### config.mk
export PLATFORM = sky130hd
export DESIGN_NAME = div_ctrl
export DESIGN_NICKNAME = d
export VERILOG_FILES = /design/src/rtl/div_ctrl.sv
export SDC_FILE = /design/constraint.sdc
export NUM_CORES = 1
export LEC_CHECK = 0
export BUFFER_PORTS_ARGS = -buffer_cell sky130_fd_sc_hd__buf_2
export CORE_ASPECT_RATIO = 1.25
export CORE_MARGIN = 8
export CORE_UTILIZATION = 50
export DETAILED_ROUTE_END_ITERATION = 12
export PLACE_DENSITY = 0.8
export SLEW_MARGIN = 20
export SYNTH_ARGS = -nofsm -noshare
export SYNTH_HDL_FRONTEND = slang
export SYNTH_SLANG_ARGS = --single-unit
### constraint.sdc
create_clock -name clk -period 4.08 [get_ports clk]
set_clock_uncertainty 0.05 [all_clocks]
set_input_delay 0.204 -clock clk [delete_from_list [all_inputs] [get_ports clk]]
set_output_delay 0.204 -clock clk [all_outputs]
set_load 0.005 [all_outputs]
### src/rtl/div_ctrl.sv
// div_ctrl: valid/ready sequencer around a restoring 32-bit divider (1 quotient bit per cycle).
// Define DIV_CTRL_EARLY_OUT_EN to finish trivially-small or divide-by-zero ops straight from IDLE.
module div_ctrl (
    input  logic        clk,
    input  logic        rst,
    input  logic        req_valid,
    output logic        req_ready,
    input  logic [3:0]  div_op,
    input  logic [31:0] src1,
    input  logic [31:0] src2,
    output logic        resp_valid,
    input  logic        resp_ready,
    output logic [31:0] result,
    output logic        busy
);

    typedef enum logic [1:0] {
        IDLE = 2'd0,
        BUSY = 2'd1,
        DONE = 2'd2
    } state_t;

    state_t      state;
    logic [3:0]  op_q;
    logic        q_neg_q;
    logic        r_neg_q;
    logic        dz_q;
    logic [31:0] quo_q;
    logic [31:0] rem_q;
    logic [31:0] dvs_q;
    logic [31:0] src1_q;
    logic [4:0]  cnt_q;

    logic        in_signed;
    logic [31:0] abs1;
    logic [31:0] abs2;
    logic [32:0] shifted;
    logic [32:0] diff;
    logic [31:0] quo_nxt;
    logic [31:0] rem_nxt;
    logic [31:0] q_fix;
    logic [31:0] r_fix;
    logic [31:0] fin_result;

    assign req_ready = ~rst & (state == IDLE);

    // Signed ops divide magnitudes; the signs are re-applied when the result is formed.
    assign in_signed = div_op[0] | div_op[1];
    assign abs1      = (in_signed && src1[31]) ? -src1 : src1;
    assign abs2      = (in_signed && src2[31]) ? -src2 : src2;

    // quo_q starts as the dividend and fills with quotient bits from the right.
    assign shifted = {rem_q, quo_q[31]};
    assign diff    = shifted - {1'b0, dvs_q};
    assign rem_nxt = diff[32] ? shifted[31:0] : diff[31:0];
    assign quo_nxt = {quo_q[30:0], ~diff[32]};

    // NOTE: every output gets a default at the top so no path through the block can infer a latch.
    always_comb begin
        q_fix = q_neg_q ? -quo_nxt : quo_nxt;
        r_fix = r_neg_q ? -rem_nxt : rem_nxt;
        if (dz_q) begin
            q_fix = 32'hFFFF_FFFF;
            r_fix = src1_q;
        end
        fin_result = ({32{op_q[0] | op_q[2]}} & q_fix) |
                     ({32{op_q[1] | op_q[3]}} & r_fix);
    end

`ifdef DIV_CTRL_EARLY_OUT_EN
    logic        early_out;
    logic [31:0] early_result;

    // Quotient is 0 and remainder is the dividend itself whenever |src1| < |src2|.
    assign early_out    = (src2 == 32'd0) || (abs1 < abs2);
    assign early_result = ({32{div_op[0] | div_op[2]}} &
                           ((src2 == 32'd0) ? 32'hFFFF_FFFF : 32'd0)) |
                          ({32{div_op[1] | div_op[3]}} & src1);
`endif

    // NOTE: all state here updates with <= so every register sees pre-edge values of the others.
    always_ff @(posedge clk) begin
        if (rst) begin
            state      <= IDLE;
            busy       <= 1'b0;
            resp_valid <= 1'b0;
            result     <= 32'd0;
            cnt_q      <= 5'd0;
            op_q       <= 4'd0;
            q_neg_q    <= 1'b0;
            r_neg_q    <= 1'b0;
            dz_q       <= 1'b0;
            quo_q      <= 32'd0;
            rem_q      <= 32'd0;
            dvs_q      <= 32'd0;
            src1_q     <= 32'd0;
        end else begin
            case (state)
                IDLE: begin
                    // req_ready is IDLE & ~rst, so req_valid alone completes the handshake here.
                    if (req_valid) begin
                        op_q    <= div_op;
                        q_neg_q <= in_signed & (src1[31] ^ src2[31]);
                        r_neg_q <= in_signed & src1[31];
                        dz_q    <= (src2 == 32'd0);
                        src1_q  <= src1;
                        quo_q   <= abs1;
                        dvs_q   <= abs2;
                        rem_q   <= 32'd0;
                        cnt_q   <= 5'd0;
                        busy    <= 1'b1;
`ifdef DIV_CTRL_EARLY_OUT_EN
                        if (early_out) begin
                            state      <= DONE;
                            resp_valid <= 1'b1;
                            result     <= early_result;
                        end else begin
                            state <= BUSY;
                        end
`else
                        state <= BUSY;
`endif
                    end
                end
                BUSY: begin
                    quo_q <= quo_nxt;
                    rem_q <= rem_nxt;
                    cnt_q <= cnt_q + 5'd1;
                    if (cnt_q == 5'd31) begin
                        state      <= DONE;
                        resp_valid <= 1'b1;
                        result     <= fin_result;
                    end
                end
                DONE: begin
                    if (resp_ready) begin
                        state      <= IDLE;
                        resp_valid <= 1'b0;
                        busy       <= 1'b0;
                    end
                end
                default: begin
                    state      <= IDLE;
                    resp_valid <= 1'b0;
                    busy       <= 1'b0;
                end
            endcase
        end
    end

endmodule

==> flow_summary.toml, run 1 <==
[timing]
period_needed_ns = 4.093
fin_ws_ns = -0.01287
finalSetupTns_ns = -0.01287
max_freq_mhz = 244.3
finalSetupViolCount = 1
relSlewSlack_pct = 27.96
worst_pin_slew_ns = 1.081
hold_slack_ns = 0.004250
fin_crit_sh_pct = 100.3
drv_slew = 0
finalHoldViolCount = 0
rsz0062_at_grt = "yes"

[finish]
syn2layout_area_growth_pct = 18.15
drive_gt1_share_pct = 15.58
post-route-util_pct = 59.97
multi_input_area_um2 = 8670
diodes = 0
regArea_um2 = 3527
fin_nets = 1990
fill_cells = 2255
fin_cells = 2228

[synthesis]
synthCells = 1763
synth_top_cells_by_area = "dfxtp_1 28%, a21oi_1 8.2%, nand2_1 6.6%"
netlist.area_leader.share_pct = 27.62
ys_top_cells_by_count = "223 x nand2_1, 209 x a21oi_1, 186 x nor2_1"
synth_top_area_cell = "dfxtp_1"
synth_flop_cell = "dfxtp_1"
synthDistinctLibCells = 81
synth_fp_nets = 1873
synth-seq-cells = 176
async_flop_share_pct = 0
ys_seq_area_share_pct = 27.62
synth_most_common_cell = "nand2_1"
synth_area_um2 = 12750
ys_warn_count = 0
synth_edf_count = 0
syn_area_per_cell_um2 = 7.235

[grt]
grt_pass1_wl_mm = 67.75
grt_use_met1_pct = 30.75
grt_pass1_vias = 13230
track_usage_pct = 26.08
antenna_found_initial = 0
grt-ovfl-total = 0
grt-busiest-layer = "met2"
grt_use_met2_pct = 44.69
grt_max_degree = 73
met3_usage_pct = 3.044

[floorplanning]
initial_core_util_pct = 50.75
fp.dieW_um = 158.9
rows = 65
core-area_um2 = 25130
die_area_um2 = 30910
ios = 107
die_h_um = 194.6

[outcome]
violations = "setup timing"
outcome = "finished with violations"

[drt]
viasPerCell = 6.214
firstDrtPassIters = 6
drt-total-wl_mm = 41.83
drt_iter0_markers = 1273
ant_nets = 0
vias = 13850
routedWlPerCell_um = 18.78
drc = 0

[critical_path]
cp_cell_sequence = "inv_2 -> ha_4 -> fa_2 -> nand2b_4 -> a211oi_4 -> o211ai_2 -> a211oi_4 -> a221oi_2 -> a211o_4 -> inv_4 -> buf_4 -> mux2_2 -> o2111a_1 -> a21oi_1 -> a31oi_1 -> a211oi_1"
cpLargestDelayFamily = "compound AO/OA/AOI/OAI gates"
critPathMaxFanout = 31
cp_common_cell = "a211oi_4"
start_kind = "flop"
cp_num_buf_inv = 3
cp_slowest_cell = "mux2_2"
slowest_delay_ns = 0.41
ff2ff_path_depth = 16
critPathRequiredTime_ns = 4.40
cp-startpoint = "quo_q[31]"
crit_arrival_ns = 4.41
r2r_start = "quo_q[31]"
crit_type = "flop to flop"
endpoint_kind = "flop"
path_depth = 16

[clock_network]
cts_root_buffer = "clkbuf_16"
cts_buffers = 17
clk_pin_slew_ns = 0.07
clock_latency_ns = 0.45
tritoncts = "built"
htreeDepth = 4
cts_buffer_depth = 2
clock_sinks = 176

[placed_design]
gp_congestion = 0.9288
dp.cells = 2152
hpwl_mm = 30.42
io_buffer_count = 106

[min_path]
hp-start = "src1[25]"
holdPathStages = 3
hold_path.class = "input pin to flop"

[power_and_ir_drop]
finalPower_mw = 7.262
cellPowerDensity_nw_per_um2 = 481.9
leakage_nw = 5.949
irDropWorstVdd_mv = 0.4158

[flow_run]
max_cap_viol_count = 0
## tightest hold or removal path: cells and delay by family
kind                   cells  cell delay (ns)
and+or+nand+nor            1             0.07
buffers and inverters      1             0.12
AOI/OAI and AO/OA          1             0.06
## registers in the layout (all words and copies together) (netlist names)
signal      cells
src1_q         32
resp_valid      1
r_neg_q         1
dz_q            1
op_q            4
busy            1
quo_q          32
dvs_q          32
cnt_q           5
state           2
q_neg_q         1
rem_q          32
result         32
## cells by family (layout without fill, tap and decap cells)
logic type	count (synthesis)	after routing	synth area share (%)
multiplexers	32	32	2.619
XOR/XNOR	120	120	8.240
AND/OR/NAND/NOR	630	630	22.67
buffers and inverters	193	323	5.866
AO/OA/AOI/OAI	574	574	29.19
flip-flops	176	176	27.62
adder cells (fa/ha/maj)	38	38	3.787
## per-stage QoR
stage	instance area [um2]	setup WS, ns
after floorplan	12800	0.04885
after global placement	13890	0.05191
after detailed placement	13890	0.004975
after CTS	14900	0.02077
after global routing	15070	-0.1209
final	15070	-0.01287
## repair_timing
action | 4_1_cts | 5_1_grt
hold buffers | 35 | 0
setup endpoints to repair | 3 | 21
pin swaps | 0 | 27
resized for setup | 1 | 33
setup buffers | 0 | 10
gates cloned | 0 | 0
hold endpoints to repair | 35 | 0
## power breakdown
part / leakage (nW) / switching, mW / internal [mW]
combinational: 4.19 / 1.99 / 1.46
sequential: 1.44 / 0.124 / 1.83
clock: 0.317 / 0.770 / 1.10
total: 5.95 / 2.88 / 4.38
## final cells by class
class / instances / area share (%)
Clock inverter: 15 / 1.528
Sequential cell: 176 / 23.41
Timing Repair Buffer: 223 / 10.22
Clock buffer: 17 / 2.823
Tap cell: 335 / 2.781
Inverter: 68 / 1.710
Multi-Input combinational cell: 1394 / 57.53
## per-layer routing
layer	share of wire [%]	up-vias	wire length [um]
li1	-	6588	-
met1	41	6510	16960
met2	48	603	19900
met3	6.0	144	2512
met4	5.9	0	2461
met5	0	-	0
## worst paths after layout
| path | end | slack [ns] |
|---|---|---|
| hold reg to reg | src1_q[6] | 0.41 |
| hold / removal | src1_q[25] | 0.004 |
| setup / recovery | result[19] | -0.01 |
| setup reg to reg | result[19] | -0.01 |
## cell usage in the layout (no fill, tap or decap), types with 11 or more instances in the layout
cell type,netlist,layout
o21a_1,13,13
a311oi_1,11,11
mux2i_1,21,20
or3_1,15,14
xor2_1,51,51
xnor2_1,69,69
buf_2,10,105
nor3_1,42,42
a211oi_1,55,50
ha_1,37,33
nand2_1,223,222
and3_1,14,14
nand3_1,48,48
dlygate4sd3_1,0,35
o21ai_1,6,13
o31ai_1,22,20
nor2_1,186,183
nand4_1,12,12
buf_4,3,79
a21o_1,15,15
a22oi_1,33,33
dfxtp_1,176,173
o211ai_1,14,14
inv_1,67,66
o21ai_0,70,62
nor4_1,11,11
a21oi_1,209,208
a31oi_1,42,42
clkbuf_16,0,17
Note: power is estimated with default switching activity, not from simulation.
==> run 2, diff against run 1 <==
--- a/config.mk
+++ b/config.mk
@@ -8,9 +8,9 @@
 export BUFFER_PORTS_ARGS = -buffer_cell sky130_fd_sc_hd__buf_2
 export CORE_ASPECT_RATIO = 1.25
 export CORE_MARGIN = 8
-export CORE_UTILIZATION = 50
+export CORE_UTILIZATION = 55
 export DETAILED_ROUTE_END_ITERATION = 12
-export PLACE_DENSITY = 0.8
+export PLACE_DENSITY = 0.86
 export SLEW_MARGIN = 20
 export SYNTH_ARGS = -nofsm -noshare
 export SYNTH_HDL_FRONTEND = slang
==> flow_summary.toml, run 2 (same netlist as run 1, synthesis figures left out) <==
[grt]
track_usage_pct = 28.05
antenna_found_initial = 0
grt-ovfl-total = 0
grt_pass1_wl_mm = 65.65
grt_max_degree = 86
grt_pass1_vias = 12920

[critical_path]
path_depth = 19
cp_common_cell = "ha_4"
cp_cell_sequence = "inv_2 -> ha_4 -> fa_2 -> nand2b_4 -> a211oi_4 -> o211ai_2 -> a211oi_2 -> a221oi_2 -> a211o_2 -> inv_4 -> ha_4 -> nand4_1 -> buf_6 -> o41ai_4 -> xor2_1 -> o21ai_2 -> nor2_1 -> nor3_1 -> o21a_1"
start_kind = "flop"
ff2ff_path_depth = 19
critPathRequiredTime_ns = 4.37
cpLargestDelayFamily = "compound AO/OA/AOI/OAI gates"
critPathMaxFanout = 4
endpoint_kind = "flop"
crit_arrival_ns = 4.36
cp_slowest_cell = "fa_2"
slowest_delay_ns = 0.41
crit_type = "flop to flop"
cp_num_buf_inv = 3

[timing]
max_freq_mhz = 245.6
finalHoldViolCount = 0
period_needed_ns = 4.072
relSlewSlack_pct = 19.21
drv_slew = 0
finalSetupTns_ns = 0
rsz0062_at_grt = "yes"
finalSetupViolCount = 0
fin_crit_sh_pct = 99.80
worst_pin_slew_ns = 1.209

[floorplanning]
rows = 62
initial_core_util_pct = 55.74
die_area_um2 = 28350
ios = 107
fp.dieW_um = 152.2
core-area_um2 = 22880
die_h_um = 186.3

[outcome]
outcome = "complete, no violations"

[drt]
routedWlPerCell_um = 19.01
vias = 13750
wl_met1_mm = 16.53
viasPerCell = 6.361
firstDrtPassIters = 5
ant_nets = 0
met3_length_mm = 2.418
top_layer_used = "met4"
wl_met2_mm = 19.99
drt_iter0_markers = 1319
drc = 0
drt-total-wl_mm = 41.10

[min_path]
holdPathStages = 3
hold_path.class = "input pin to flop"

[finish]
diodes = 0
postLayoutCellArea_um2 = 14810
post-route-util_pct = 64.73
fill_cells = 1885
drive_gt1_share_pct = 14.83
layout_common_cells = "223 x nand2_1, 206 x a21oi_1, 183 x nor2_1"
syn2layout_area_growth_pct = 16.14
final_common_cell = "nand2_1"
fin_nets = 1972
fin_cells = 2162

[placed_design]
post_dp_cell_area_um2 = 13720
gp_congestion = 0.9657
dp.cells = 2095
hpwl_mm = 29.89
io_buffer_count = 106

[clock_network]
htreeDepth = 4
cts_buffer_depth = 2
cts_root_buffer = "clkbuf_16"
clock_latency_ns = 0.45
clk_pin_slew_ns = 0.07
clock_sinks = 176
tritoncts = "built"
cts_buffers = 17

[power_and_ir_drop]
irDropWorstVdd_mv = 0.3692
finalPower_mw = 7.095
leakage_nw = 5.857
cellPowerDensity_nw_per_um2 = 479.0

[flow_run]
max_cap_viol_count = 0
-- run 2: changes by cell type in the layout (fill, tap and decap cells not counted), moves of 3 or more --
| cell | before | now |
|---|---|---|
| inv_6 | 4 | 0 |
| buf_4 | 79 | 69 |
| a211oi_2 | 5 | 2 |
| dlygate4sd3_1 | 35 | 29 |
| a211oi_1 | 50 | 54 |
| clkbuf_8 | 0 | 3 |
-- run 2: stage by stage --
step	hold WS [ns]	worst slack [ns]
after floorplan	0.2900	0.04885
after global placement	0.3915	0.1043
after detailed placement	0.4000	0.01794
after CTS	0.001059	0.003461
after global routing	0.01901	-0.1622
final	0.003771	0.008251
-- run 2: per-layer routing --
layer,up-vias,track usage (%)
li1,6532,-
met1,6514,32.28
met2,581,49.59
met3,125,3.421
met4,0,17.34
met5,-,0
-- run 2: worst min-delay path, cell delays in order --
cell and delay, ns:
buf_2 0.13, nand2_1 0.06, a21oi_1 0.05
-- run 2: what timing repair did --
item,CTS,global route
hold endpoints to repair,29,0
endpoints found under the setup margin,1,23
pin swaps,0,14
hold buffers,29,0
setup buffers,0,7
resized for setup,1,29
-- run 2: final timing paths --
path	endpoint	start	slack, ns
setup reg to reg	result[30]	quo_q[31]	0.008
setup / recovery	result[30]	quo_q[31]	0.008
hold reg to reg	src1_q[1]	src1_q[1]	0.41
hold / removal	src1_q[12]	src1[12]	0.004
-- run 2: area by class of cell --
class / count / area [um2] / area share, %
Tap cell: 288 / 360.3 / 2.433
Sequential cell: 176 / 3526 / 23.80
Clock inverter: 9 / 180.2 / 1.216
Multi-Input combinational cell: 1394 / 8650 / 58.39
Clock buffer: 22 / 474.2 / 3.201
Timing Repair Buffer: 205 / 1365 / 9.215
Inverter: 68 / 257.7 / 1.740
-- run 2: report_power, final --
part	leakage, nW	switching, mW	internal (mW)
registers	1.44	0.122	1.83
logic	4.10	1.95	1.36
clock network	0.316	0.709	1.13
total	5.86	2.78	4.32
